`config.mk`:
```
export PLATFORM = sky130hd
export DESIGN_NAME = bram_stream_reader
export DESIGN_NICKNAME = d
export VERILOG_FILES = /design/src/rtl/bram_stream_reader.sv
export SDC_FILE = /design/constraint.sdc
export NUM_CORES = 1
export LEC_CHECK = 0
export BUFFER_PORTS_ARGS = -buffer_cell sky130_fd_sc_hd__buf_2
export CORE_UTILIZATION = 40
export CTS_CLUSTER_DIAMETER = 200
export DETAILED_ROUTE_END_ITERATION = 6
export SLEW_MARGIN = 10
export SYNTH_ARGS = -nofsm -noshare
export SYNTH_HDL_FRONTEND = slang
export SYNTH_SLANG_ARGS = --single-unit
```
`constraint.sdc`:
```
create_clock -name clk -period 6.15 [get_ports clk]
set_input_delay 0 -clock clk [delete_from_list [all_inputs] [get_ports clk]]
set_output_delay 0 -clock clk [all_outputs]
set_load 0.02 [all_outputs]
```
`src/rtl/bram_stream_reader.sv`:
```
`default_nettype none
// ============================================================================
// Module      : bram_stream_reader
// Description : Scans a contiguous address window of a BRAM on a start pulse.
//               Reads are issued back to back, accounting for the BRAM's
//               fixed read latency. The returned words are streamed out over
//               a valid/ready interface through a small credit-controlled
//               FIFO, so consumer stalls never drop read data.
// Ports       : clk, rst        - clock, synchronous active-high reset
//               i_start         - one-cycle scan request (sampled when idle)
//               i_base_addr     - first word address of the window
//               i_length        - word count, 0..2^ADDR_W
//               o_busy / o_done - scan in progress / completion pulse
//               o_bram_en/addr  - BRAM read port request
//               i_bram_dout     - BRAM read data, RD_LAT cycles after request
//               o_m_data/valid  - output stream, i_m_ready is backpressure
// Revision    : 1.0 - initial release
// ============================================================================
module bram_stream_reader #(
  parameter int ADDR_W = 11,
  parameter int DATA_W = 16,
  parameter int RD_LAT = 1,
  parameter int FIFO_D = 4
) (
  input  logic              clk,
  input  logic              rst,
  input  logic              i_start,
  input  logic [ADDR_W-1:0] i_base_addr,
  input  logic [ADDR_W:0]   i_length,
  output logic              o_busy,
  output logic              o_done,
  output logic              o_bram_en,
  output logic [ADDR_W-1:0] o_bram_addr,
  input  logic [DATA_W-1:0] i_bram_dout,
  output logic [DATA_W-1:0] o_m_data,
  output logic              o_m_valid,
  input  logic              i_m_ready
);

  localparam int CNT_W = $clog2(FIFO_D + 1);
  localparam int PTR_W = $clog2(FIFO_D);
  localparam int CRD_W = $clog2(FIFO_D + RD_LAT + 1);

  localparam logic [CRD_W-1:0]  c_fifo_depth = CRD_W'(FIFO_D);
  localparam logic [CNT_W-1:0]  c_count_full = CNT_W'(FIFO_D);
  localparam logic [CNT_W-1:0]  c_count_one  = CNT_W'(1);
  localparam logic [PTR_W-1:0]  c_last_ptr   = PTR_W'(FIFO_D - 1);
  localparam logic [PTR_W-1:0]  c_ptr_one    = PTR_W'(1);
  localparam logic [ADDR_W-1:0] c_addr_one   = ADDR_W'(1);
  localparam logic [ADDR_W:0]   c_len_one    = (ADDR_W+1)'(1);

  typedef enum logic [1:0] {
    S_IDLE  = 2'd0,
    S_ISSUE = 2'd1,
    S_DRAIN = 2'd2
  } state_t;

  state_t              r_state;
  logic                r_busy;
  logic                r_zdone;       // completion pulse of a zero-length scan
  logic [ADDR_W-1:0]   r_addr;        // next address to issue
  logic [ADDR_W:0]     r_issue_left;
  logic [ADDR_W:0]     r_recv_left;
  logic [RD_LAT-1:0]   r_vld;         // one bit per read still inside the BRAM
  logic [DATA_W-1:0]   r_mem [FIFO_D];
  logic [PTR_W-1:0]    r_wr_ptr;
  logic [PTR_W-1:0]    r_rd_ptr;
  logic [CNT_W-1:0]    r_count;

  logic                w_issue;
  logic                w_push;
  logic                w_pop;
  logic                w_last_pop;
  logic [RD_LAT:0]     w_vld_shift;
  logic [CRD_W-1:0]    w_outstanding;

  // Credits: every word either sitting in the FIFO or still in the BRAM
  // pipeline has a reserved FIFO slot, so a new read may only go out while
  // that total is below the FIFO depth.
  always_comb begin
    w_outstanding = CRD_W'(r_count);
    for (int i = 0; i < RD_LAT; i++) begin
      w_outstanding = w_outstanding + CRD_W'(r_vld[i]);
    end
  end

  assign w_issue     = (r_state == S_ISSUE) && (w_outstanding < c_fifo_depth);
  assign w_push      = r_vld[RD_LAT-1];
  assign o_m_valid   = (r_count != '0);
  assign w_pop       = o_m_valid & i_m_ready;
  assign w_last_pop  = (r_state == S_DRAIN) && w_pop && (r_recv_left == c_len_one);
  assign w_vld_shift = {r_vld, w_issue};

  assign o_bram_en   = w_issue;
  assign o_bram_addr = r_addr;
  assign o_m_data    = r_mem[r_rd_ptr];
  assign o_busy      = r_busy;
  // The final transfer and done share a cycle, so done is decoded from the pop.
  assign o_done      = r_zdone | w_last_pop;

  always_ff @(posedge clk) begin
    if (rst) begin
      r_state      <= S_IDLE;
      r_busy       <= 1'b0;
      r_zdone      <= 1'b0;
      r_addr       <= '0;
      r_issue_left <= '0;
      r_recv_left  <= '0;
      r_vld        <= '0;
      r_wr_ptr     <= '0;
      r_rd_ptr     <= '0;
      r_count      <= '0;
      for (int i = 0; i < FIFO_D; i++) begin
        r_mem[i] <= '0;
      end
    end else begin
      r_vld <= w_vld_shift[RD_LAT-1:0];

      if (w_push) begin
        r_mem[r_wr_ptr] <= i_bram_dout;
        r_wr_ptr        <= (r_wr_ptr == c_last_ptr) ? '0 : r_wr_ptr + c_ptr_one;
      end
      if (w_pop) begin
        r_rd_ptr <= (r_rd_ptr == c_last_ptr) ? '0 : r_rd_ptr + c_ptr_one;
      end
      if (w_push && !w_pop) begin
        r_count <= r_count + c_count_one;
      end else if (!w_push && w_pop) begin
        r_count <= r_count - c_count_one;
      end

      case (r_state)
        S_IDLE: begin
          if (r_zdone) begin
            r_zdone <= 1'b0;
            r_busy  <= 1'b0;
          end else if (i_start) begin
            r_busy <= 1'b1;
            if (i_length == '0) begin
              r_zdone <= 1'b1;
            end else begin
              r_addr       <= i_base_addr;
              r_issue_left <= i_length;
              r_recv_left  <= i_length;
              r_state      <= S_ISSUE;
            end
          end
        end
        S_ISSUE: begin
          if (w_issue) begin
            r_addr       <= r_addr + c_addr_one;
            r_issue_left <= r_issue_left - c_len_one;
            if (r_issue_left == c_len_one) begin
              r_state <= S_DRAIN;
            end
          end
          if (w_pop) begin
            r_recv_left <= r_recv_left - c_len_one;
          end
        end
        S_DRAIN: begin
          if (w_pop) begin
            r_recv_left <= r_recv_left - c_len_one;
          end
          if (w_last_pop) begin
            r_busy  <= 1'b0;
            r_state <= S_IDLE;
          end
        end
        default: r_state <= S_IDLE;
      endcase
    end
  end

  // The credit scheme must make a push into a full FIFO impossible.
  always @(posedge clk) begin
    if (!rst) begin
      assert (!(w_push && !w_pop && (r_count == c_count_full)));
    end
  end

endmodule
`default_nettype wire
```
### Word-level counts from Yosys, hierarchy flattened

Memories as Yosys holds them, arrays and structs flattened. A register that Yosys moved wholly into a read port is not among the register bits.
Index checks and enable logic that the tools add are counted.

| operators by class | value |
|---|---|
| bitwise operators | 2 |
| $lt $le $gt $ge | 1 |
| divide/modulo/power cells | 0 |
| multiplexer cells | 40 |
| add/sub/neg operators | 8 |
| equal/unequal tests | 14 |
| multiply operators | 0 |
| reduce and logical (&&, ||, !) cells | 20 |
| shift operators | 0 |

Operators by type and width:

| cell | number |
|---|---|
| $mux 12 | 5 |
| $pmux 12 s2 | 2 |
| $mux 11 | 4 |
| $eq 12x1->1 const B | 2 |
| $sub 12x1->12 const B | 2 |
| $mux 2 | 11 |
| $pmux 11 s2 | 1 |
| $mux 16 | 1 |
| $reduce_or 16->1 | 1 |
| $logic_not 12->1 | 1 |
| $mux 1 | 12 |
| $add 11x1->11 const B | 1 |
| $ne 2x2->1 const B | 5 |
| $reduce_and 5->1 | 2 |
| $reduce_bool 2->1 | 4 |
| $eq 2x2->1 const B | 3 |
| $mux 3 | 2 |
| $pmux 2 s3 | 1 |
| $reduce_and 6->1 | 1 |
| $logic_and 1x1->1 | 5 |
| $add 2x1->2 const B | 2 |
| $ne 2x1->1 const B | 2 |
| $add 3x1->3 | 1 |
| $add 3x1->3 const B | 1 |
| 12 further kinds | 13 |

| word-level totals | value |
|---|---|
| RAM bits | 64 |
| bits in latches | 0 |
| ROM bits | 0 |
| memories kept | 1 |
| bits of input ports | 43 |
| register bits | 47 |
| output and inout bits | 31 |
| logic and storage cells | 96 |

Memories:

| memory | depth | width | read ports | clocked after Yosys merged registers in | write ports | RTL line | RTL |
|---|---|---|---|---|---|---|---|
| r_mem | 4 | 16 | 1 | 1 | 4 | 65 | `logic [DATA_W-1:0] r_mem [FIFO_D];` |

### Longest topological paths before layout

Gate-level depths: netlist (run 1).

| logic depth | value |
|---|---|
| word-level depth | 6 |
| depth in mapped cells | 9 |
| mapped depth without buffers | 7 |

### Worst setup path after synthesis (run 1)

OpenSTA, ideal clock, no wires.

| timing path | value |
|---|---|
| path kind | register to register |
| start point | reg r_count[0] |
| end point | reg r_count[2] |
| path slack | 4.020 ns |
| arrival time | 2.060 ns |
| data required time | 6.080 ns |
| path buffers | 0 |
| setup time | 0.070 ns |
| period minus slack after synthesis | 2.130 ns |
| stages on the path, launching flop included | 8 |
| path through | dfxtp_1 > o31ai_2 > ha_1 > inv_1 > fa_1 > xor2_1 > or3_1 > a21oi_1 |

| on the way | value |
|---|---|
| cells in the longest elaborated chain, start to end | 5 |
| elaborated cells between the ends (all ways) | 10 |
| those cells by class | add/sub (2); mux (2); bitwise (1); reduce/logical (5) |

Ends and longest elaborated chain:

| item | RTL line | RTL |
|---|---|---|
| from (decl) | 68 | `logic [CNT_W-1:0] r_count;` |
| from (signal assigned) | 127 | `r_count <= r_count + c_count_one;` |
| from (signal assigned) | 129 | `r_count <= r_count - c_count_one;` |
| parallel branches: the longest is 5 deep, another holds $sub 3x1->3 | n/a |  |

Parallel ways; which one is timed is not known. The select of a mux whose other input is x is not followed.
A chain may end at the register's enable or synchronous reset.

### Worst setup path in the final report (run 1)

| timing path | value |
|---|---|
| start point | reg r_vld |
| end point | reg r_issue_left[2] |

| on the way | value |
|---|---|
| cells in the longest elaborated chain, start to end | 5 |

Ends and longest elaborated chain:

| item | RTL line | RTL |
|---|---|---|
| from (decl) | 64 | `logic [RD_LAT-1:0] r_vld;` |
| from (signal assigned) | 117 | `r_vld <= w_vld_shift[RD_LAT-1:0];` |
| $add 3x1->3 | 83 | `w_outstanding = w_outstanding + CRD_W'(r_vld[i]);` |
| $lt 3x3->1 | 87 | `assign w_issue = (r_state == S_ISSUE) && (w_outstanding < c_fifo_depth);` |
| $logic_and 1x1->1 | 87 |  |
| $ne 2x2->1 (no line) | n/a |  |
| $reduce_and 5->1 (no line) | n/a |  |
| to (signal assigned) | 143 | `r_issue_left <= i_length;` |
| to (signal assigned) | 152 | `r_issue_left <= r_issue_left - c_len_one;` |
| to (decl) | 62 | `logic [ADDR_W:0] r_issue_left;` |

Every way passes these cells.

==> summary.md, run 1 <==
| Metric | Value |
|---|---|
| Worst min path class | input pin to flop |
| Synth unique cells | 56 |
| Final ANT Viol Nets | 0 |
| GPL Wtd Cong | 0.8205 |
| Reg2reg end | r_issue_left[2] |
| Worst-case reg-to-reg path depth | 6 |
| Worst Path Required | 6400 ps |
| Total wire length | 14.27 mm |
| Status | finished, final reports clean |
| Die X-Extent | 121.8 um |
| Final setup fails | 0 |
| Filler Cell Count | 1245 |
| Hold EP | r_zdone |
| Yosys reg bits | 113 |
| Layout cells sized above 1 | 19.85% |
| Seq/Total Area, Yosys | 50.59% |
| Critical path class | flop to flop |
| Post-synth top area share | 33.49% |
| Synth Cell Area | 5738 sq um |
| Crit-path cells | nand3_1 -> xor2_1 -> mux2i_1 -> buf_4 -> nor2_1 -> o311ai_0 |
| # nets final | 693 |
| Fmax | 374.0 MHz |
| Die area | 14830 sq um |
| Largest net degree at the start of global routing | 53 |
| Max Slew Vio Count | 0 |
| Register area | 2903 sq um |
| Cell accounting for the most synthesized area | edfxtp_1 |
| Clock-pin transition on the worst setup and hold timing paths | 50 ps |
| Hold_sp | i_start |
| Synth warn | 0 |
| Crit-path max FO | 22 |
| Synth area leaders | edfxtp_1 33%, dfxtp_1 17%, mux4_2 6.3%, and2_1 5.5%, a21oi_1 3.1% |
| IO Count | 74 |
| Vias | 4634 |
| Drt pass-1 iters | 5 |
| CTS tree | done |
| Final setup margin | 3476 ps |
| Die Y | 121.8 um |
| DPL Wire Length | 9.104 mm |
| Worst-margin pin slew | 1104 ps |
| ANT cells | 0 |
| Total GRT Usage | 20.39% |
| Hold Vio Cnt, Final | 0 |
| FF-to-FF Start | r_vld |
| CTS Buf Count | 17 |
| Initial Utilization | 41.18% |
| Detail Route met3 WL | 857 um |
| # DRC | 0 |
| Slowest CP cell | dfxtp_1 |
| Core area | 13930 sq um |
| First-pass GRT wire length | 22.99 mm |
| Post-Place Worst Slack | 3295 ps |
| Setup TNS | 0 ps |
| Final period util | 43.48% |
| Length of routed wiring on met1 | 6.330 mm |
| CTS Sinks | 113 |
| Gr ovfl total | 0 |
| Worst VDD drop | 0.0003040 V |
| Critical path's largest stage delay | 770 ps |
| Power per cell area | 482.7 nW/um^2 |
| Rows | 43 |
| Area taken by multi-input logic gates | 2620 sq um |
| Layout overhead on the synthesized area | 24.57% |
| Highest metal used | met4 |
| Clock Tree Buf Depth | 2 |
| Max cap viols | 0 |
| Wire per inst | 17.19 um |
| Number of port buffers | 73 |
| RSZ-0062 raised after global routing | no |
| Post-synth ARST share | 0% |
| # H-tree levels | 4 |
| Fin crit period | 2674 ps |
| Most common flop cell mapped by yosys | edfxtp_1 |
| CTS root buf | clkbuf_16 |
| Crit end category | flop |
| P_leak | 2.838 nW |
| Antenna violations before repair | 0 |
| Post-Synthesis Cells | 542 |
| Skew-Pair Late Insertion Delay | 410 ps |
| 1st-iter DRT viols | 388 |
| Post-synth EDFFs | 64 |
| Cell with the most instances after synthesis | edfxtp_1 |
| Synth cell count leaders | 64 x edfxtp_1, 50 x and2_1, 49 x dfxtp_1 |
| Worst Setup Start Kind | flop |
| Total power | 3.450 mW |
| Hold Path Cell Cnt | 5 |
| Worst reg-to-reg setup slack | 3480 ps |
| Syn_nets | 598 |
| Mapped Avg Cell Area | 10.59 sq um |
| Crit path DAT | 2920 ps |
| Worst rel slew slack | 26.29% |
| Vias in the first global route | 4555 |
| WL met2 | 6.912 mm |
| Final Skew | 6.789 ps |
| Vias per cell | 5.583 |
what timing repair did:
item / 4_1_cts / 5_1_grt
resized for setup: 0 / 0
endpoints found under the hold margin: 82 / 0
hold buffers: 34 / 0
setup buffers: 0 / 0
worst max-delay path, delay by kind of cell, from the launching register on:
family / cells / cell delay, ps
multiplexers: 1 / 130
flip-flops: 1 / 770
buffers and inverters: 1 / 210
XOR/XNOR: 1 / 400
AO/OA/AOI/OAI: 1 / 200
AND/OR/NAND/NOR: 2 / 790
stage by stage:
| stage | hold WS [ps] | area [sq um] | std cells | utilization [%] |
|---|---|---|---|---|
| 5_1_grt | 54.09 | 7148 | 830 | 51.30 |
| 6_report | 15.10 | 7148 | 830 | 51.30 |
| 3_3_place_gp | 294.3 | 6230 | 764 | 44.71 |
| 2_1_floorplan | 172.2 | 5738 | 542 | - |
| 4_1_cts | 0.3511 | 7148 | 830 | 51.30 |
| 3_5_place_dp | 303.2 | 6230 | 764 | 44.71 |
power breakdown:
part	switching [mW]	internal (mW)
registers	0.176	0.959
clock network	0.338	0.629
logic	0.821	0.526
total	1.34	2.11
layout by cell type (no fill, tap or decap), types with 5 or more instances in the layout:
master          n
clkbuf_16      17
or3_1           6
inv_1          21
mux4_2         16
edfxtp_1       64
a21oi_1        36
nand3_1        16
o31ai_1         9
and2_1         50
dlygate4sd3_1  34
and3_1         22
mux2i_1        10
o21ai_0        27
nand4_1         7
a31oi_1         6
ha_1           12
a211oi_1        9
nor2b_1         6
nand2_1        26
nor2_1         26
dfxtp_1        49
buf_4           5
nor4_1          8
nor3_1         17
o311ai_0        6
buf_2          73
cells by family after synthesis:
family / count (synthesis) / share of synthesized area [%]
AND/OR/NAND/NOR: 204 / 19.78
AO/OA/AOI/OAI: 125 / 14.24
flip-flops: 113 / 50.59
buffers and inverters: 57 / 3.751
multiplexers: 27 / 8.221
adder cells (fa/ha/maj): 13 / 2.965
XOR/XNOR: 3 / 0.4580
flip-flops by register name (all words and copies together), names as in the netlist, named ones only:
name          flops
r_rd_ptr          2
o_bram_addr      11
r_mem            64
r_zdone           1
r_recv_left      12
r_state           2
r_count           3
o_busy            1
r_issue_left     12
r_wr_ptr          2
r_vld             1
area by class of cell:
| class | count | area share (%) |
|---|---|---|
| inverters | 21 | 1.103 |
| multi-input cells | 372 | 36.65 |
| well taps | 180 | 3.151 |
| repair buffers | 112 | 10.40 |
| flip-flops and latches | 113 | 40.61 |
| clock buffers | 20 | 6.109 |
| clock inverters | 12 | 1.978 |
how the worst max path moves through the flow:
| stage | startpoint | endpoint | slack (ps) |
|---|---|---|---|
| 2_1_floorplan | r_count[0] | r_count[2] | 4020 |
| 3_3_place_gp | rst | r_mem[0][6] | 3360 |
| 3_5_place_dp | rst | r_mem[0][6] | 3300 |
| 4_1_cts | r_vld | r_issue_left[2] | 3480 |
| 5_1_grt | r_vld | o_bram_addr[2] | 3230 |
| 6_report | r_vld | r_issue_left[2] | 3480 |
layer usage:
metal	GRT usage (%)	up-vias
met5	0	-
met2	33.40	165
met3	4.822	14
li1	-	2242
met1	26.30	2213
met4	7.022	0
Power figures use the tool's default switching activity.
==> run 2: changes to the inputs <==
--- a/config.mk
+++ b/config.mk
@@ -5,6 +5,7 @@
 export SDC_FILE = /design/constraint.sdc
 export NUM_CORES = 1
 export LEC_CHECK = 0
+export ABC_AREA = 1
 export BUFFER_PORTS_ARGS = -buffer_cell sky130_fd_sc_hd__buf_2
 export CORE_UTILIZATION = 40
 export CTS_CLUSTER_DIAMETER = 200
==> constraint.sdc (replaced) <==
create_clock -name clk -period 2.6 [get_ports clk]
set_input_delay 0 -clock clk [delete_from_list [all_inputs] [get_ports clk]]
set_output_delay 0 -clock clk [all_outputs]
set_load 0.02 [all_outputs]
==> run 2 against run 1 <==
Compared with the run above:
- combinational power grew to 3.1 times the previous value
- wire length is 6.1% higher
- sequential power is 130% higher
- global-route usage is 0.89 points higher
- critical path type is now flop to primary output
- largest power group unchanged
==> summary.md, run 2 <==
| Metric | Value |
|---|---|
| Final Skew | 8.743 ps (was 6.789 ps) |
| Setup TNS | 0 ps (unchanged) |
| Cell accounting for the most synthesized area | edfxtp_1 (unchanged) |
| CTS root buf | clkbuf_16 (unchanged) |
| Crit path DAT | 2110 ps (was 2920 ps) |
| Cell with the most instances after synthesis | nor2_1 (was edfxtp_1) |
| DPL Wire Length | 9.995 mm (was 9.104 mm) |
| Clock Tree Buf Depth | 2 (unchanged) |
| Critical path class | flop to primary output (was flop to flop) |
| Crit-path cells | inv_1 -> ha_1 -> inv_1 -> nor2_1 -> buf_2 (was nand3_1 -> xor2_1 -> mux2i_1 -> buf_4 -> nor2_1 -> o311ai_0) |
| Worst min path class | input pin to flop (unchanged) |
| CTS Buf Count | 17 (unchanged) |
| Wire per inst | 14.33 um (was 17.19 um) |
| Synth area leaders | edfxtp_1 33%, dfxtp_1 17%, nor2_1 11%, nand2_1 7.5%, o21ai_0 5.6% (was edfxtp_1 33%, dfxtp_1 17%, mux4_2 6.3%, and2_1 5.5%, a21oi_1 3.1%) |
| Total GRT Usage | 21.28% (was 20.39%) |
| Crit path buf inv count | 3 (was 1) |
| Rows | 43 (unchanged) |
| # nets final | 920 (was 693) |
| Most common flop cell mapped by yosys | edfxtp_1 (unchanged) |
| Adder-cell share of the synthesized area | 2.887% (was 2.966%) |
| Post-Synth Simple-Gate Area | 26.43% (was 19.78%) |
| Number of port buffers | 73 (unchanged) |
| Total power | 9.006 mW (was 3.450 mW) |
| Most common cell after layout, fill and taps aside | nor2_1 (was buf_2) |
| Met1 usage | 25.66% (was 26.30%) |
| Slowest CP cell | inv_1 (was dfxtp_1) |
| Max reg flops | 64 (unchanged) |
| Post-synth EDFFs | 64 (unchanged) |
| Crit end category | primary output (was flop) |
| Die X-Extent | 123.4 um (was 121.8 um) |
| Final ANT Viol Nets | 0 (unchanged) |
| Worst path most repeated cell | inv_1 |
| CTS tree | done (unchanged) |
| Worst Path Required | 2600 ps (was 6400 ps) |
| Crit-path max FO | 24 (was 22) |
| Die Y | 123.4 um (was 121.8 um) |
| Seq/Total Area, Yosys | 49.26% (was 50.59%) |
| Synth Area in Compound Gates | 13.16% (was 14.24%) |
| IO Count | 74 (unchanged) |
| Vias in the first global route | 5130 (was 4555) |
| M2 GR Usage | 36.66% (was 33.40%) |
| Core area | 14150 sq um (was 13930 sq um) |
| Top flop regs | r_mem (64), r_issue_left (12), r_recv_left (12) (unchanged) |
| Mapped Avg Cell Area | 7.837 sq um (was 10.59 sq um) |
| Mux cell area share after synthesis | 0.3397% (was 8.221%) |
| Worst-margin pin slew | 843.1 ps (was 1104 ps) |
| Worst rel slew slack | 43.73% (was 26.29%) |
| Drt pass-1 iters | 5 (unchanged) |
| Skew-Pair Late Insertion Delay | 420 ps (was 410 ps) |
| Yosys reg bits | 113 (unchanged) |
| CP top delay family | buffers and inverters (was simple AND/OR/NAND/NOR gates) |
| Max cap viols | 0 (unchanged) |
| Hold Vio Cnt, Final | 0 (unchanged) |
| # DRC | 0 (unchanged) |
| Initial Utilization | 41.65% (was 41.18%) |
| RSZ-0062 raised after global routing | no (unchanged) |
| Gr ovfl total | 0 (unchanged) |
| Largest net degree at the start of global routing | 33 (was 53) |
| Filler Cell Count | 1337 (was 1245) |
| Vias | 5314 (was 4634) |
| Synth cell count leaders | 179 x nor2_1, 118 x nand2_1, 69 x inv_1 (was 64 x edfxtp_1, 50 x and2_1, 49 x dfxtp_1) |
| Xor and xnor area share after synthesis | 0.7431% (was 0.4579%) |
| Post-synth ARST share | 0% (unchanged) |
| Final setup fails | 0 (unchanged) |
| GRT Max-Usage Layer | met2 (unchanged) |
| ANT cells | 0 (unchanged) |
| Post-synth top area share | 32.61% (was 33.49%) |
| CTS Sinks | 113 (unchanged) |
| Synth Cell Area | 5893 sq um (was 5738 sq um) |
| First-pass GRT wire length | 24.50 mm (was 22.99 mm) |
| Status | finished, final reports clean (unchanged) |
| 1st-iter DRT viols | 374 (was 388) |
| Synth unique cells | 36 (was 56) |
| Vias per cell | 5.032 (was 5.583) |
| Power per cell area | 1223 nW/um^2 (was 482.7 nW/um^2) |
| Met3 Usage GRT | 5.720% (was 4.822%) |
| Die area | 15220 sq um (was 14830 sq um) |
| Fin crit period | 2106 ps |
| P_leak | 3.259 nW (was 2.838 nW) |
| GPL Wtd Cong | 0.8721 (was 0.8205) |
| Layout overhead on the synthesized area | 24.93% (was 24.57%) |
| Total wire length | 15.13 mm (was 14.27 mm) |
| Worst Setup Start Kind | flop (unchanged) |
| Top reg by flops | r_mem (unchanged) |
| Final period util | 81.01% |
| Most frequent cells in the layout | 179 x nor2_1, 118 x nand2_1, 73 x buf_2 (was 73 x buf_2, 64 x edfxtp_1, 50 x and2_1) |
| Antenna violations before repair | 0 (unchanged) |
| Synth warn | 0 (unchanged) |
| Post-Synthesis Cells | 752 (was 542) |
| PostCTS Resize Cnt | 0 (unchanged) |
| # H-tree levels | 4 (unchanged) |
| Layout cells sized above 1 | 16.55% (was 19.85%) |
| Clock-pin transition on the worst setup and hold timing paths | 50 ps (about the same) |
| Critical path's largest stage delay | 640 ps (was 770 ps) |
| Largest family of logic cells by synthesized area | simple AND/OR/NAND/NOR gates (unchanged) |
| Syn_nets | 808 (was 598) |
| Fmax | 474.8 MHz |
| Max Slew Vio Count | 0 (unchanged) |
| Worst VDD drop | 0.0007492 V (was 0.0003040 V) |
[run 2: timing repair]
item / CTS / global route
setup buffers: 0 / 0
endpoints found under the hold margin: 88 / 0
hold buffers: 34 / 0
[run 2: metrics by stage]
step / utilization [%] / instances / hold WS, ps / instance area (sq um) / worst slack, ps
2_1_floorplan: - / 752 / 183.1 / 5893 / 454.9
4_1_cts: 52.03 / 1056 / 8.310 / 7362 / 454.8
6_report: 52.03 / 1056 / 20.40 / 7362 / 493.9
5_1_grt: 52.03 / 1056 / 21.98 / 7362 / 305.5
3_3_place_gp: 45.72 / 991 / 286.2 / 6469 / 629.7
3_5_place_dp: 45.72 / 991 / 303.1 / 6469 / 563.4
[run 2: cells by family after synthesis]
group	after synthesis
AND/OR/NAND/NOR	373
AO/OA/AOI/OAI	144
flip-flops	113
buffers and inverters	102
adder cells (fa/ha/maj)	13
XOR/XNOR	5
multiplexers	2
[run 2: area by class of cell]
type	instances	area (sq um)	share of cell area [%]
Multi-Input combinational cell	537	2572	34.94
Sequential cell	113	2903	39.43
Tap cell	180	225.2	3.059
Timing Repair Buffer	123	838.3	11.39
Clock buffer	20	436.7	5.931
Inverter	72	270.3	3.671
Clock inverter	11	116.4	1.581
[run 2: routing by layer]
metal / share of wire [%] / vias up
li1: - / 2710
met1: 44 / 2454
met2: 50 / 134
met3: 4.5 / 16
met4: 1.2 / 0
met5: 0 / -
[run 2: path summary, 6_finish.rpt]
path                            slack [ps]             from  cells past startpoint         endpoint
worst min-delay path                    20  i_base_addr[10]                      4  o_bram_addr[10]
worst max-delay path                   490       r_state[1]                      5        o_bram_en
worst min register to register         470           o_busy                      2           o_busy
worst max register to register         520       r_state[0]                     10   r_recv_left[6]
[run 2: where the power goes]
| part | total, mW | switching, mW | internal (mW) | leakage, nW |
|---|---|---|---|---|
| Combinational | 4.17 | 2.74 | 1.42 | 1.93 |
| Sequential | 2.65 | 0.355 | 2.30 | 1.07 |
| Clock | 2.19 | 0.794 | 1.39 | 0.265 |
[run 2: worst min-delay path: cells and delay by family]
family | cells | cell delay (ps)
simple gates | 2 | 180
compound gates | 1 | 130
buf+inv | 1 | 80
